==> config.mk <==
export PLATFORM = sky130hd
export DESIGN_NAME = program_loader
export DESIGN_NICKNAME = d
export VERILOG_FILES = /design/src/rtl/program_loader.sv
export SDC_FILE = /design/constraint.sdc
export NUM_CORES = 1
export LEC_CHECK = 0
export ABC_CLOCK_PERIOD_IN_PS = 2100
export BUFFER_PORTS_ARGS = -buffer_cell sky130_fd_sc_hd__buf_2
export CELL_PAD_IN_SITES_DETAIL_PLACEMENT = 1
export CELL_PAD_IN_SITES_GLOBAL_PLACEMENT = 1
export CORE_ASPECT_RATIO = 0.6
export CORE_UTILIZATION = 41
export CTS_BUF_LIST = sky130_fd_sc_hd__clkbuf_8
export DETAILED_ROUTE_END_ITERATION = 7
export PLACE_DENSITY = 0.81
export SLEW_MARGIN = 10
export SYNTH_ARGS = -nofsm -noshare
export SYNTH_HDL_FRONTEND = slang
export SYNTH_SLANG_ARGS = --single-unit
==> constraint.sdc <==
create_clock -name clk -period 2.1 [get_ports clk]
set_input_delay 0.42 -clock clk [delete_from_list [all_inputs] [get_ports clk]]
set_output_delay 0.42 -clock clk [all_outputs]
set_load 0.1 [all_outputs]
==> src/rtl/program_loader.sv <==
// -----------------------------------------------------------------------------
// program_loader
//
// Front-end controller for the 3-bit CPU. It accepts a program as a stream of
// 9-bit instruction words over a valid/ready handshake, writes them into the
// CPU RAM through the CPU's external write port, and holds the CPU in reset
// while loading. Once armed it drives PC_Enable for free-running execution
// (bounded by a cycle budget) or for single steps.
//
// Parameters
//   DEPTH    number of CPU RAM rows (address width = clog2(DEPTH))
//   MAX_RUN  number of enabled CPU cycles before RUN falls back to ARMED
//
// Ports
//   clk                system clock, shared with the CPU
//   reset              asynchronous, active-low reset
//   load               pulse: start or restart a program load
//   in_valid/in_ready  instruction word handshake
//   in_data            instruction word
//   in_last            marks in_data as the final word of the program
//   run / step / stop  execution control pulses
//   RAM_Write_*        CPU RAM external write port
//   cpu_reset          active-high reset hold to the CPU
//   PC_Enable          CPU clock-gate enable, changes on falling clk only
//   loaded             words written by the last load (0..DEPTH)
//   busy               high while loading, running or stepping
// -----------------------------------------------------------------------------
module program_loader #(
  parameter int DEPTH   = 8,
  parameter int MAX_RUN = 255
) (
  input  logic                       clk,
  input  logic                       reset,
  input  logic                       load,
  input  logic                       in_valid,
  input  logic [8:0]                 in_data,
  input  logic                       in_last,
  output logic                       in_ready,
  input  logic                       run,
  input  logic                       step,
  input  logic                       stop,
  output logic [8:0]                 RAM_Write_Data,
  output logic [$clog2(DEPTH)-1:0]   RAM_Write_Address,
  output logic                       RAM_Write_Enable,
  output logic                       cpu_reset,
  output logic                       PC_Enable,
  output logic [$clog2(DEPTH+1)-1:0] loaded,
  output logic                       busy
);

  localparam int            AW       = $clog2(DEPTH);
  localparam int            CW       = $clog2(DEPTH + 1);
  localparam logic [CW-1:0] LAST_IDX = CW'(DEPTH - 1);
  localparam logic [7:0]    RUN_LAST = 8'(MAX_RUN - 1);

  typedef enum logic [2:0] {
    S_IDLE,
    S_LOAD,
    S_ARMED,
    S_RUN,
    S_STEP
  } state_t;

  state_t     state;
  state_t     next_state;
  logic [7:0] run_cnt;

  logic accept;
  logic last_word;
  logic start_run;

  logic in_ready_d;
  logic cpu_reset_d;
  logic busy_d;
  logic pc_en_d;
  logic pc_en_q;

  // A word is taken only while the loader is ready; a simultaneous load
  // command restarts the load and drops that word.
  assign accept    = in_valid && in_ready && !load;
  // The word being accepted is the final one if it is flagged or if it
  // fills the last RAM row.
  assign last_word = in_last || (loaded == LAST_IDX);
  assign start_run = (state == S_ARMED) && (next_state == S_RUN);

  // ---------------------------------------------------------------------------
  // State register and registered FSM outputs
  // ---------------------------------------------------------------------------
  // NOTE: every clocked process uses non-blocking (<=) assignments so that all
  // flops sample the pre-edge values, independent of process ordering.
  always_ff @(posedge clk or negedge reset) begin
    if (!reset) begin
      state     <= S_IDLE;
      in_ready  <= 1'b0;
      cpu_reset <= 1'b1;
      busy      <= 1'b0;
      pc_en_q   <= 1'b0;
    end else begin
      state     <= next_state;
      in_ready  <= in_ready_d;
      cpu_reset <= cpu_reset_d;
      busy      <= busy_d;
      pc_en_q   <= pc_en_d;
    end
  end

  // ---------------------------------------------------------------------------
  // Next-state logic. Command priority: load > stop > step > run.
  // ---------------------------------------------------------------------------
  // NOTE: next_state gets a default before the case so that no path leaves it
  // unassigned, which would otherwise infer a latch.
  always_comb begin
    next_state = state;
    unique case (state)
      S_IDLE: begin
        if (load) next_state = S_LOAD;
      end
      S_LOAD: begin
        if (load)                        next_state = S_LOAD;
        else if (accept && last_word)    next_state = S_ARMED;
      end
      S_ARMED: begin
        if (load)      next_state = S_LOAD;
        else if (step) next_state = S_STEP;
        else if (run)  next_state = S_RUN;
      end
      S_RUN: begin
        if (load)                      next_state = S_LOAD;
        else if (stop)                 next_state = S_ARMED;
        else if (run_cnt == RUN_LAST)  next_state = S_ARMED;
      end
      S_STEP: begin
        if (load) next_state = S_LOAD;
        else      next_state = S_ARMED;
      end
      default: next_state = S_IDLE;
    endcase
  end

  // ---------------------------------------------------------------------------
  // Output decode, registered above so every output changes on posedge only.
  // ---------------------------------------------------------------------------
  always_comb begin
    in_ready_d  = (next_state == S_LOAD);
    cpu_reset_d = (next_state == S_IDLE) || (next_state == S_LOAD);
    busy_d      = (next_state == S_LOAD) || (next_state == S_RUN) ||
                  (next_state == S_STEP);
    // The enable is computed from the state the CPU is already in, so it lags
    // the state by one posedge. A load or stop kills it at once, so an abort
    // never hands the CPU an extra clock.
    pc_en_d     = ((state == S_RUN)  && !load && !stop) ||
                  ((state == S_STEP) && !load);
  end

  // ---------------------------------------------------------------------------
  // Load datapath and run budget counter
  // ---------------------------------------------------------------------------
  always_ff @(posedge clk or negedge reset) begin
    if (!reset) begin
      RAM_Write_Enable  <= 1'b0;
      RAM_Write_Data    <= '0;
      RAM_Write_Address <= '0;
      loaded            <= '0;
      run_cnt           <= '0;
    end else begin
      // One-cycle write strobe, one cycle after the accept.
      RAM_Write_Enable <= accept;
      if (accept) begin
        RAM_Write_Data    <= in_data;
        RAM_Write_Address <= loaded[AW-1:0];
      end

      // The word count doubles as the write address of the next word.
      if (load)        loaded <= '0;
      else if (accept) loaded <= loaded + 1'b1;

      if (start_run)             run_cnt <= '0;
      else if (state == S_RUN)   run_cnt <= run_cnt + 1'b1;
    end
  end

  // ---------------------------------------------------------------------------
  // Retime the enable onto the falling edge: it is then constant through every
  // high phase of clk, so the CPU's AND-gated clock cannot glitch.
  // ---------------------------------------------------------------------------
  always_ff @(negedge clk or negedge reset) begin
    if (!reset) PC_Enable <= 1'b0;
    else        PC_Enable <= pc_en_q;
  end

endmodule

* Yosys cells after proc, flatten, opt, wreduce, memory -nomap -nowiden
Index checks and enable logic that the tools add are counted.
** Storage, ports and cells
- Bits of input ports :: 17
- Logic and storage cells :: 55
- Register bits after elaboration :: 33
- Output and inout port bits :: 21
** Operators by class
- Mux-type cells :: 15
- Add/sub/neg operators :: 2
- Eq/ne operators :: 9
- Reduce and logical (&&, ||, !) cells :: 18
** Operators with widths (number)
- 3-bit two-way mux :: 9
- 8-bit two-way mux :: 2
- 3-bit one-hot mux with 5 select lines :: 1
- 3-bit by 2-bit == test with 1-bit output (second input constant) :: 3
- 8-bit by 1-bit adder with 8-bit output (second input constant) :: 1
- 8-bit == test (second input constant) :: 1
- 4-bit two-way mux :: 2
- 1-bit logical AND :: 7
- 3-bit by 1-bit == test with 1-bit output (second input constant) :: 2
- 3-bit == test (second input constant) :: 2
- 3-bit zero test :: 2
- 1-bit logical OR :: 5
- 4-bit by 1-bit adder with 4-bit output (second input constant) :: 1
- 4-bit by 3-bit == test with 1-bit output (second input constant) :: 1
- 2-bit nonzero test :: 2
- 1-bit zero test :: 2
- 2-bit two-way mux :: 1

* Longest topological paths before layout
Gate-level depths: netlist of the first run.
- Depth after elaboration :: 9
- Gate-level depth with buffers :: 7
- Mapped depth without buffers :: 6

==> results of run 1 <==
==> worst max-delay path by stage <==
| stage | start | end | slack [ps] | cells after the start |
|---|---|---|---|---|
| after global placement | PC_Enable | PC_Enable | 40 | 1 |
| after CTS | PC_Enable | PC_Enable | -280 | 1 |
| after detailed placement | PC_Enable | PC_Enable | 40 | 1 |
| final | PC_Enable | PC_Enable | -270 | 1 |
| after floorplan | PC_Enable | PC_Enable | -320 | 0 |
| after global routing | PC_Enable | PC_Enable | -300 | 1 |
==> registers in the layout, indices dropped and copies added, names as in the netlist <==
register           flops
state                  3
RAM_Write_Enable       1
PC_Enable              1
busy                   1
run_cnt                8
loaded                 4
cpu_reset              1
in_ready               1
RAM_Write_Address      3
pc_en_q                1
RAM_Write_Data         9
==> logic make-up (layout without fill, tap and decap cells) <==
kind of cell / Yosys count / after routing / share of synthesized area, %
AO/OA/AOI/OAI: 20 / 20 / 8.495
adder cells (fa/ha/maj): 3 / 3 / 2.523
AND/OR/NAND/NOR: 65 / 65 / 21.87
flip-flops: 33 / 33 / 55.59
multiplexers: 3 / 3 / 2.271
buffers and inverters: 8 / 50 / 3.952
XOR/XNOR: 9 / 9 / 5.299
==> power by group through the flow <==
stage	registers (uW)	clock network [uW]	logic, uW
finish	948	529	1090
global route	971	563	1150
CTS	946	535	1090
detailed placement	955	0	1080
global placement	935	0	1040
floorplan	1500	0	314
==> routing by layer <==
metal  GRT usage, %  routed length, um
met1          27.99               1665
met2          36.61               1808
met3          7.736                182
met4          13.39                157
met5              0                  0
==> synth_stat cells (all sizes together), types with 3 or more instances <==
cell type | count | share of area, %
nand2 | 36 | 9.3
dfrtp | 31 | 52
a21oi | 12 | 4.0
nor2 | 9 | 2.4
xnor2 | 7 | 4.1
buf | 5 | 3.1
ha | 3 | 2.5
mux2 | 3 | 2.3
nand3 | 3 | 1.0
o21ai | 3 | 1.0
==> worst reg2reg max path, cell delays in order, from the launching register on <==
cell and delay, ps:
sky130_fd_sc_hd__dfrtp_1 400, sky130_fd_sc_hd__inv_1 110, sky130_fd_sc_hd__ha_1 170, sky130_fd_sc_hd__nand3_1 70, sky130_fd_sc_hd__or3_1 310, sky130_fd_sc_hd__a221o_1 520
sky130_fd_sc_hd__or2_1 280
==> final cells by class <==
type | instances | area [um2] | area share, %
clock inverter | 1 | 5.005 | 0.2755
inverter | 3 | 12.51 | 0.6887
tap | 45 | 56.30 | 3.099
sequential | 33 | 829.5 | 45.66
timing repair buffer | 39 | 215.2 | 11.85
multi-input combinational | 100 | 601.8 | 33.13
clock buffer | 7 | 96.34 | 5.303
==> stage by stage <==
stage	util [%]	power [uW]	TNS, ps	setup WS [ps]	instances
2_1_floorplan	-	1812	-318.7	-318.7	141
3_5_place_dp	51.00	2036	0	36.66	220
3_3_place_gp	51.00	1972	0	35.24	220
5_1_grt	54.02	2679	-304.2	-304.2	228
6_report	54.02	2565	-269.1	-269.1	228
4_1_cts	54.02	2574	-276.9	-276.9	228
==> cells in the final DEF (no fill, tap or decap), types with 2 or more instances in the layout <==
cell type / Yosys / routed
sky130_fd_sc_hd__clkinv_2: 1 / 2
sky130_fd_sc_hd__clkbuf_8: 0 / 7
sky130_fd_sc_hd__nand3_1: 3 / 3
sky130_fd_sc_hd__xor2_1: 2 / 2
sky130_fd_sc_hd__nor3_1: 2 / 2
sky130_fd_sc_hd__nand2b_2: 2 / 2
sky130_fd_sc_hd__o21ai_0: 2 / 2
sky130_fd_sc_hd__dfrtp_1: 31 / 29
sky130_fd_sc_hd__nor2b_1: 2 / 2
sky130_fd_sc_hd__nor2_1: 8 / 8
sky130_fd_sc_hd__xnor2_1: 7 / 7
sky130_fd_sc_hd__or3_1: 2 / 2
sky130_fd_sc_hd__mux2_1: 3 / 3
sky130_fd_sc_hd__a21oi_1: 12 / 12
sky130_fd_sc_hd__buf_4: 1 / 2
sky130_fd_sc_hd__buf_2: 1 / 36
sky130_fd_sc_hd__nand2_1: 35 / 35
sky130_fd_sc_hd__dfrtp_2: 0 / 2
sky130_fd_sc_hd__ha_1: 3 / 3
==> flow_results.xml, run 1 <==
<?xml version="1.0" encoding="UTF-8"?>
<metrics>
  <group name="min_path">
    <metric name="hold_path.class" unit="">primary input to asynchronous set/reset pin</metric>
  </group>
  <group name="synthesis">
    <metric name="dominantRegCellSynth" unit="">sky130_fd_sc_hd__dfrtp_1</metric>
    <metric name="share_of_flip_flops_with_an_asynchronous_set_or_reset_after_synthesis" unit="%">100.0</metric>
    <metric name="synth_fp_nets" unit="">161</metric>
    <metric name="yosys_register_bits" unit="">33</metric>
    <metric name="post_synth_inst_count" unit="">141</metric>
    <metric name="synth_cell_type_count" unit="">39</metric>
    <metric name="synth.yosys.seq_area_share" unit="%">55.59</metric>
    <metric name="yosys_warnings" unit="">0</metric>
    <metric name="synth_edf_count" unit="">0</metric>
    <metric name="synth_area_per_cell" unit="um2">10.55</metric>
    <metric name="mapped_cell_area" unit="um2">1488</metric>
  </group>
  <group name="power">
    <metric name="clock_power_share" unit="%">20.6</metric>
    <metric name="comb_power_share" unit="%">42.4</metric>
    <metric name="internal-power" unit="uW">1321</metric>
    <metric name="leakage_power" unit="uW">0.0008866</metric>
    <metric name="p_seq_share" unit="%">37.0</metric>
    <metric name="net_switching_power_figure" unit="uW">1243</metric>
    <metric name="netSwitchingFraction" unit="%">48.48</metric>
    <metric name="vdd.ir_drop.worst" unit="mV">0.7577</metric>
    <metric name="power_density" unit="nW/um2">1412</metric>
  </group>
  <group name="cts">
    <metric name="clock_tree.buffer_depth" unit="">2</metric>
    <metric name="cts_root_buffer" unit="">sky130_fd_sc_hd__clkbuf_8</metric>
    <metric name="clk-insertion-delay-late" unit="ps">290</metric>
    <metric name="worst_setup_hold_path_clk_slew" unit="ps">70</metric>
    <metric name="clkSinkCount" unit="">33</metric>
    <metric name="htree_levels" unit="">2</metric>
    <metric name="post_cts_resize_count" unit="">0</metric>
    <metric name="postCtsSetupBuffers" unit="">0</metric>
    <metric name="cts_tree" unit="">built</metric>
    <metric name="cts-hold-fix-buffers" unit="">0</metric>
    <metric name="cts_inserted_buffers" unit="">5</metric>
  </group>
  <group name="critical_path">
    <metric name="crit_required" unit="ps">1680</metric>
    <metric name="worst_r2r_path_depth" unit="">6</metric>
    <metric name="crit_chain" unit="">buf_12</metric>
    <metric name="crit_family" unit="">flip-flops</metric>
    <metric name="worstSetupStartpointType" unit="">flip-flop</metric>
    <metric name="cp-end-kind" unit="">primary output</metric>
    <metric name="critical_path_peak_fanout" unit="">1</metric>
    <metric name="critical_path_arrival" unit="ps">1950</metric>
    <metric name="worst-r2r-setup-slack" unit="ps">120</metric>
    <metric name="crit_slowest_cell" unit="">sky130_fd_sc_hd__dfrtn_1</metric>
    <metric name="cp_num_buf_inv" unit="">1</metric>
    <metric name="timing.setup.critical_path_class" unit="">flip-flop to primary output</metric>
    <metric name="r2r-start" unit="">run_cnt[0]</metric>
    <metric name="timing.rr.end" unit="">busy</metric>
    <metric name="slowest_delay" unit="ps">430</metric>
  </group>
  <group name="sta">
    <metric name="finalSetupViolCount" unit="">1</metric>
    <metric name="finalHoldViolCount" unit="">0</metric>
    <metric name="headroom_to_the_max_slew_limit" unit="%">62.94</metric>
    <metric name="rsz0062_at_grt" unit="">true</metric>
    <metric name="final.setup_skew" unit="ps">7.843</metric>
    <metric name="timing.final.max_slew_violations" unit="">0</metric>
    <metric name="transition_time_at_the_pin_with_the_least_slew_margin" unit="ps">548.2</metric>
    <metric name="timing.final.ws_setup" unit="ps">-269.1</metric>
    <metric name="timing.hold.ws" unit="ps">228.7</metric>
  </group>
  <group name="placed_design">
    <metric name="detailed_place.area" unit="um2">1715</metric>
    <metric name="gp_weighted_congestion" unit="">0.7790</metric>
    <metric name="port_buffers" unit="">37</metric>
    <metric name="place.detailed.hpwl" unit="um">2807</metric>
  </group>
  <group name="route">
    <metric name="wire_per_inst" unit="um">16.73</metric>
    <metric name="detail_route.wirelength" unit="um">3814</metric>
    <metric name="drt-initial-drc-count" unit="">71</metric>
    <metric name="num_vias" unit="">1216</metric>
    <metric name="vias_per_cell" unit="">5.333</metric>
    <metric name="detail_route.first_pass.iterations" unit="">4</metric>
    <metric name="drcViolationCount" unit="">0</metric>
    <metric name="ant_nets" unit="">0</metric>
  </group>
  <group name="job">
    <metric name="cap_viol_max_count" unit="">0</metric>
  </group>
  <group name="final_layout">
    <metric name="drive_gt1_share" unit="%">33.33</metric>
    <metric name="final_net_count" unit="">202</metric>
    <metric name="antenna_cells_inserted" unit="">0</metric>
    <metric name="fillers" unit="">400</metric>
    <metric name="flow.area_growth_from_synthesis" unit="%">22.12</metric>
    <metric name="stdcell_area" unit="um2">1817</metric>
  </group>
  <group name="global_route">
    <metric name="grt_first_pass_wirelength" unit="um">6341</metric>
    <metric name="first_global_vias" unit="">1281</metric>
    <metric name="antenna_found_initial" unit="">0</metric>
    <metric name="grt.overflow.total" unit="">0</metric>
    <metric name="gr-usage-all-layers" unit="%">23.27</metric>
    <metric name="pin_count_of_the_biggest_net_entering_global_routing" unit="">33</metric>
  </group>
  <group name="run_status">
    <metric name="violations" unit="">setup timing</metric>
    <metric name="run_status" unit="">finished with violations</metric>
  </group>
  <group name="floorplanning">
    <metric name="initial_utilization" unit="%">44.23</metric>
    <metric name="ioPinCount" unit="">38</metric>
    <metric name="die_w" unit="um">79.77</metric>
    <metric name="coreArea" unit="um2">3363</metric>
    <metric name="die_h" unit="um">48.66</metric>
    <metric name="rows" unit="">16</metric>
    <metric name="overall_die_area" unit="um2">3881</metric>
  </group>
</metrics>
Power figures use the tool's default switching activity.
==> inputs of run 2 (changes only) <==
--- a/config.mk
+++ b/config.mk
@@ -10,10 +10,11 @@
 export CELL_PAD_IN_SITES_DETAIL_PLACEMENT = 1
 export CELL_PAD_IN_SITES_GLOBAL_PLACEMENT = 1
 export CORE_ASPECT_RATIO = 0.6
+export CORE_MARGIN = 1
 export CORE_UTILIZATION = 41
 export CTS_BUF_LIST = sky130_fd_sc_hd__clkbuf_8
 export DETAILED_ROUTE_END_ITERATION = 7
-export PLACE_DENSITY = 0.81
+export PLACE_DENSITY_LB_ADDON = 0.05
 export SLEW_MARGIN = 10
 export SYNTH_ARGS = -nofsm -noshare
 export SYNTH_HDL_FRONTEND = slang
==> run 2 against run 1 <==
Against the previous run:
- the run still ends with setup timing left
- sequential power hardly changed
- die area stayed put
- global-route usage is 1.9 points lower
- critical path depth stayed put
- sequential share of layout area is 0.37 points lower
- clock-buffer cell count is 1 lower
- hold slack worse by 59 ps
- register-to-register slack better by 60 ps
- utilization is 0.45 points higher
- flip-flop and latch count stayed put
- clock power is 15% higher
- cell count stayed put
- critical endpoint unchanged
- largest cell class unchanged
==> flow_results.xml, run 2 (synthesized netlist as in run 1, its figures left out) <==
<?xml version="1.0" encoding="UTF-8"?>
<metrics>
  <group name="run_status">
    <metric name="run_status" unit="">finished with violations</metric>
    <metric name="violations" unit="">setup timing</metric>
  </group>
  <group name="cts">
    <metric name="cts_tree" unit="">built</metric>
    <metric name="cts_inserted_buffers" unit="">5</metric>
    <metric name="cts-hold-fix-buffers" unit="">0</metric>
    <metric name="clock_tree.buffer_depth" unit="">2</metric>
    <metric name="worst_setup_hold_path_clk_slew" unit="ps">70</metric>
    <metric name="htree_levels" unit="">2</metric>
    <metric name="cts_root_buffer" unit="">sky130_fd_sc_hd__clkbuf_8</metric>
    <metric name="postCtsSetupBuffers" unit="">0</metric>
    <metric name="clk-insertion-delay-late" unit="ps">280</metric>
    <metric name="clkSinkCount" unit="">33</metric>
    <metric name="post_cts_resize_count" unit="">0</metric>
  </group>
  <group name="route">
    <metric name="detail_route.wirelength" unit="um">3619</metric>
    <metric name="vias_per_cell" unit="">5.079</metric>
    <metric name="num_vias" unit="">1158</metric>
    <metric name="drcViolationCount" unit="">0</metric>
    <metric name="drt-initial-drc-count" unit="">73</metric>
    <metric name="detail_route.first_pass.iterations" unit="">3</metric>
    <metric name="wire_per_inst" unit="um">15.87</metric>
    <metric name="ant_nets" unit="">0</metric>
  </group>
  <group name="power">
    <metric name="vdd.ir_drop.worst" unit="mV">0.8518</metric>
    <metric name="comb_power_share" unit="%">40.8</metric>
    <metric name="power_density" unit="nW/um2">1432</metric>
    <metric name="total_power" unit="uW">2622</metric>
    <metric name="p_seq_share" unit="%">36.1</metric>
    <metric name="netSwitchingFraction" unit="%">46.51</metric>
    <metric name="leakage_power" unit="uW">0.0008950</metric>
    <metric name="net_switching_power_figure" unit="uW">1220</metric>
    <metric name="internal-power" unit="uW">1403</metric>
    <metric name="clock_power_share" unit="%">23.1</metric>
  </group>
  <group name="sta">
    <metric name="transition_time_at_the_pin_with_the_least_slew_margin" unit="ps">706.4</metric>
    <metric name="timing.final.max_slew_violations" unit="">0</metric>
    <metric name="finalSetupViolCount" unit="">1</metric>
    <metric name="rsz0062_at_grt" unit="">true</metric>
    <metric name="timing.final.ws_setup" unit="ps">-276.2</metric>
    <metric name="finalHoldViolCount" unit="">0</metric>
    <metric name="headroom_to_the_max_slew_limit" unit="%">52.25</metric>
    <metric name="final.setup_skew" unit="ps">9.128</metric>
  </group>
  <group name="critical_path">
    <metric name="worst-r2r-setup-slack" unit="ps">180</metric>
    <metric name="cp-end-kind" unit="">primary output</metric>
    <metric name="slowest_delay" unit="ps">440</metric>
    <metric name="critical_path_arrival" unit="ps">1960</metric>
    <metric name="r2r-start" unit="">run_cnt[0]</metric>
    <metric name="cp_num_buf_inv" unit="">1</metric>
    <metric name="worstSetupStartpointType" unit="">flip-flop</metric>
    <metric name="crit_required" unit="ps">1680</metric>
    <metric name="critical_path_peak_fanout" unit="">1</metric>
    <metric name="worst_r2r_path_depth" unit="">6</metric>
    <metric name="crit_slowest_cell" unit="">sky130_fd_sc_hd__dfrtn_1</metric>
    <metric name="crit_chain" unit="">buf_12</metric>
    <metric name="timing.rr.end" unit="">busy</metric>
    <metric name="timing.setup.critical_path_class" unit="">flip-flop to primary output</metric>
    <metric name="crit_family" unit="">flip-flops</metric>
  </group>
  <group name="min_path">
    <metric name="hold_path.class" unit="">primary input to asynchronous set/reset pin</metric>
  </group>
  <group name="floorplanning">
    <metric name="rows" unit="">16</metric>
    <metric name="die_w" unit="um">79.77</metric>
    <metric name="overall_die_area" unit="um2">3881</metric>
    <metric name="initial_utilization" unit="%">44.23</metric>
    <metric name="coreArea" unit="um2">3363</metric>
    <metric name="die_h" unit="um">48.66</metric>
    <metric name="ioPinCount" unit="">38</metric>
  </group>
  <group name="final_layout">
    <metric name="ff_latch_area" unit="um2">829.5</metric>
    <metric name="top_regs" unit="">RAM_Write_Data x9, run_cnt x8, loaded x4</metric>
    <metric name="drive_gt1_share" unit="%">32.79</metric>
    <metric name="flow.area_growth_from_synthesis" unit="%">23.13</metric>
    <metric name="final_net_count" unit="">202</metric>
    <metric name="antenna_cells_inserted" unit="">0</metric>
    <metric name="multiInputGateArea" unit="um2">601.8</metric>
    <metric name="commonest_non_fill_non_tap_cell_in_the_layout" unit="">sky130_fd_sc_hd__buf_2</metric>
    <metric name="largest_register" unit="">RAM_Write_Data</metric>
    <metric name="largest_register_ff_count" unit="">9</metric>
    <metric name="most_frequent_cells_in_the_layout" unit="">sky130_fd_sc_hd__buf_2 (36), sky130_fd_sc_hd__nand2_1 (35), sky130_fd_sc_hd__dfrtp_1 (29)</metric>
    <metric name="fillers" unit="">398</metric>
    <metric name="layoutNonFillerInstCount" unit="">228</metric>
  </group>
  <group name="placed_design">
    <metric name="post-place-cells" unit="">220</metric>
    <metric name="gp_weighted_congestion" unit="">0.8547</metric>
    <metric name="place.detailed.hpwl" unit="um">2698</metric>
    <metric name="port_buffers" unit="">37</metric>
  </group>
  <group name="global_route">
    <metric name="antenna_found_initial" unit="">0</metric>
    <metric name="first_global_vias" unit="">1174</metric>
    <metric name="gr-usage-all-layers" unit="%">21.35</metric>
    <metric name="grt.overflow.total" unit="">0</metric>
    <metric name="pin_count_of_the_biggest_net_entering_global_routing" unit="">33</metric>
    <metric name="grt_first_pass_wirelength" unit="um">6003</metric>
  </group>
  <group name="job">
    <metric name="cap_viol_max_count" unit="">0</metric>
  </group>
</metrics>
[run 2: changes by cell type in the layout (fill, tap and decap cells not counted)]
cell / change
sky130_fd_sc_hd__clkinv_2: -1
sky130_fd_sc_hd__clkbuf_8: -1
sky130_fd_sc_hd__bufinv_16: +1
sky130_fd_sc_hd__inv_1: +1
[run 2: worst max-delay path by stage]
stage              start   endpoint  slack, ps  cells past startpoint
3_3_place_gp   PC_Enable  PC_Enable         30                      1
5_1_grt        PC_Enable  PC_Enable       -300                      1
2_1_floorplan  PC_Enable  PC_Enable       -320                      0
4_1_cts        PC_Enable  PC_Enable       -280                      1
3_5_place_dp   PC_Enable  PC_Enable         30                      1
6_report       PC_Enable  PC_Enable       -280                      1
[run 2: routing by layer]
layer | wire [um] | global-route usage, % | up-vias
li1 | - | - | 552
met1 | 1758 | 28.94 | 580
met2 | 1693 | 33.76 | 23
met3 | 152 | 6.792 | 3
met4 | 15 | 4.464 | 0
met5 | 0 | 0 | -
[run 2: cell type report]
| class | instances | share of cell area, % |
|---|---|---|
| inverters | 3 | 0.6831 |
| well taps | 45 | 3.074 |
| repair buffers | 39 | 11.75 |
| clock buffers | 6 | 4.508 |
| flip-flops and latches | 33 | 45.29 |
| multi-input cells | 100 | 32.86 |
| clock inverters | 2 | 1.844 |
[run 2: power groups by stage]
stage | combinational [uW] | clock [uW] | sequential (uW)
finish | 1070 | 606 | 947
global route | 1130 | 653 | 967
CTS | 1080 | 619 | 949
detailed placement | 1070 | 0 | 955
global placement | 1040 | 0 | 938
floorplan | 314 | 0 | 1500
[run 2: metrics by stage]
stage / instance area, um2 / setup TNS (ps) / setup slack, ps / util [%] / hold WS [ps]
final: 1832 / -276.2 / -276.2 / 54.46 / 169.9
after global routing: 1832 / -298.7 / -298.7 / 54.46 / 213.5
after CTS: 1832 / -283.9 / -283.9 / 54.46 / 184.3
after detailed placement: 1715 / 0 / 26.86 / 51.00 / 466.8
after global placement: 1715 / 0 / 34.67 / 51.00 / 452.5
after floorplan: 1490 / -318.7 / -318.7 / - / 124.4
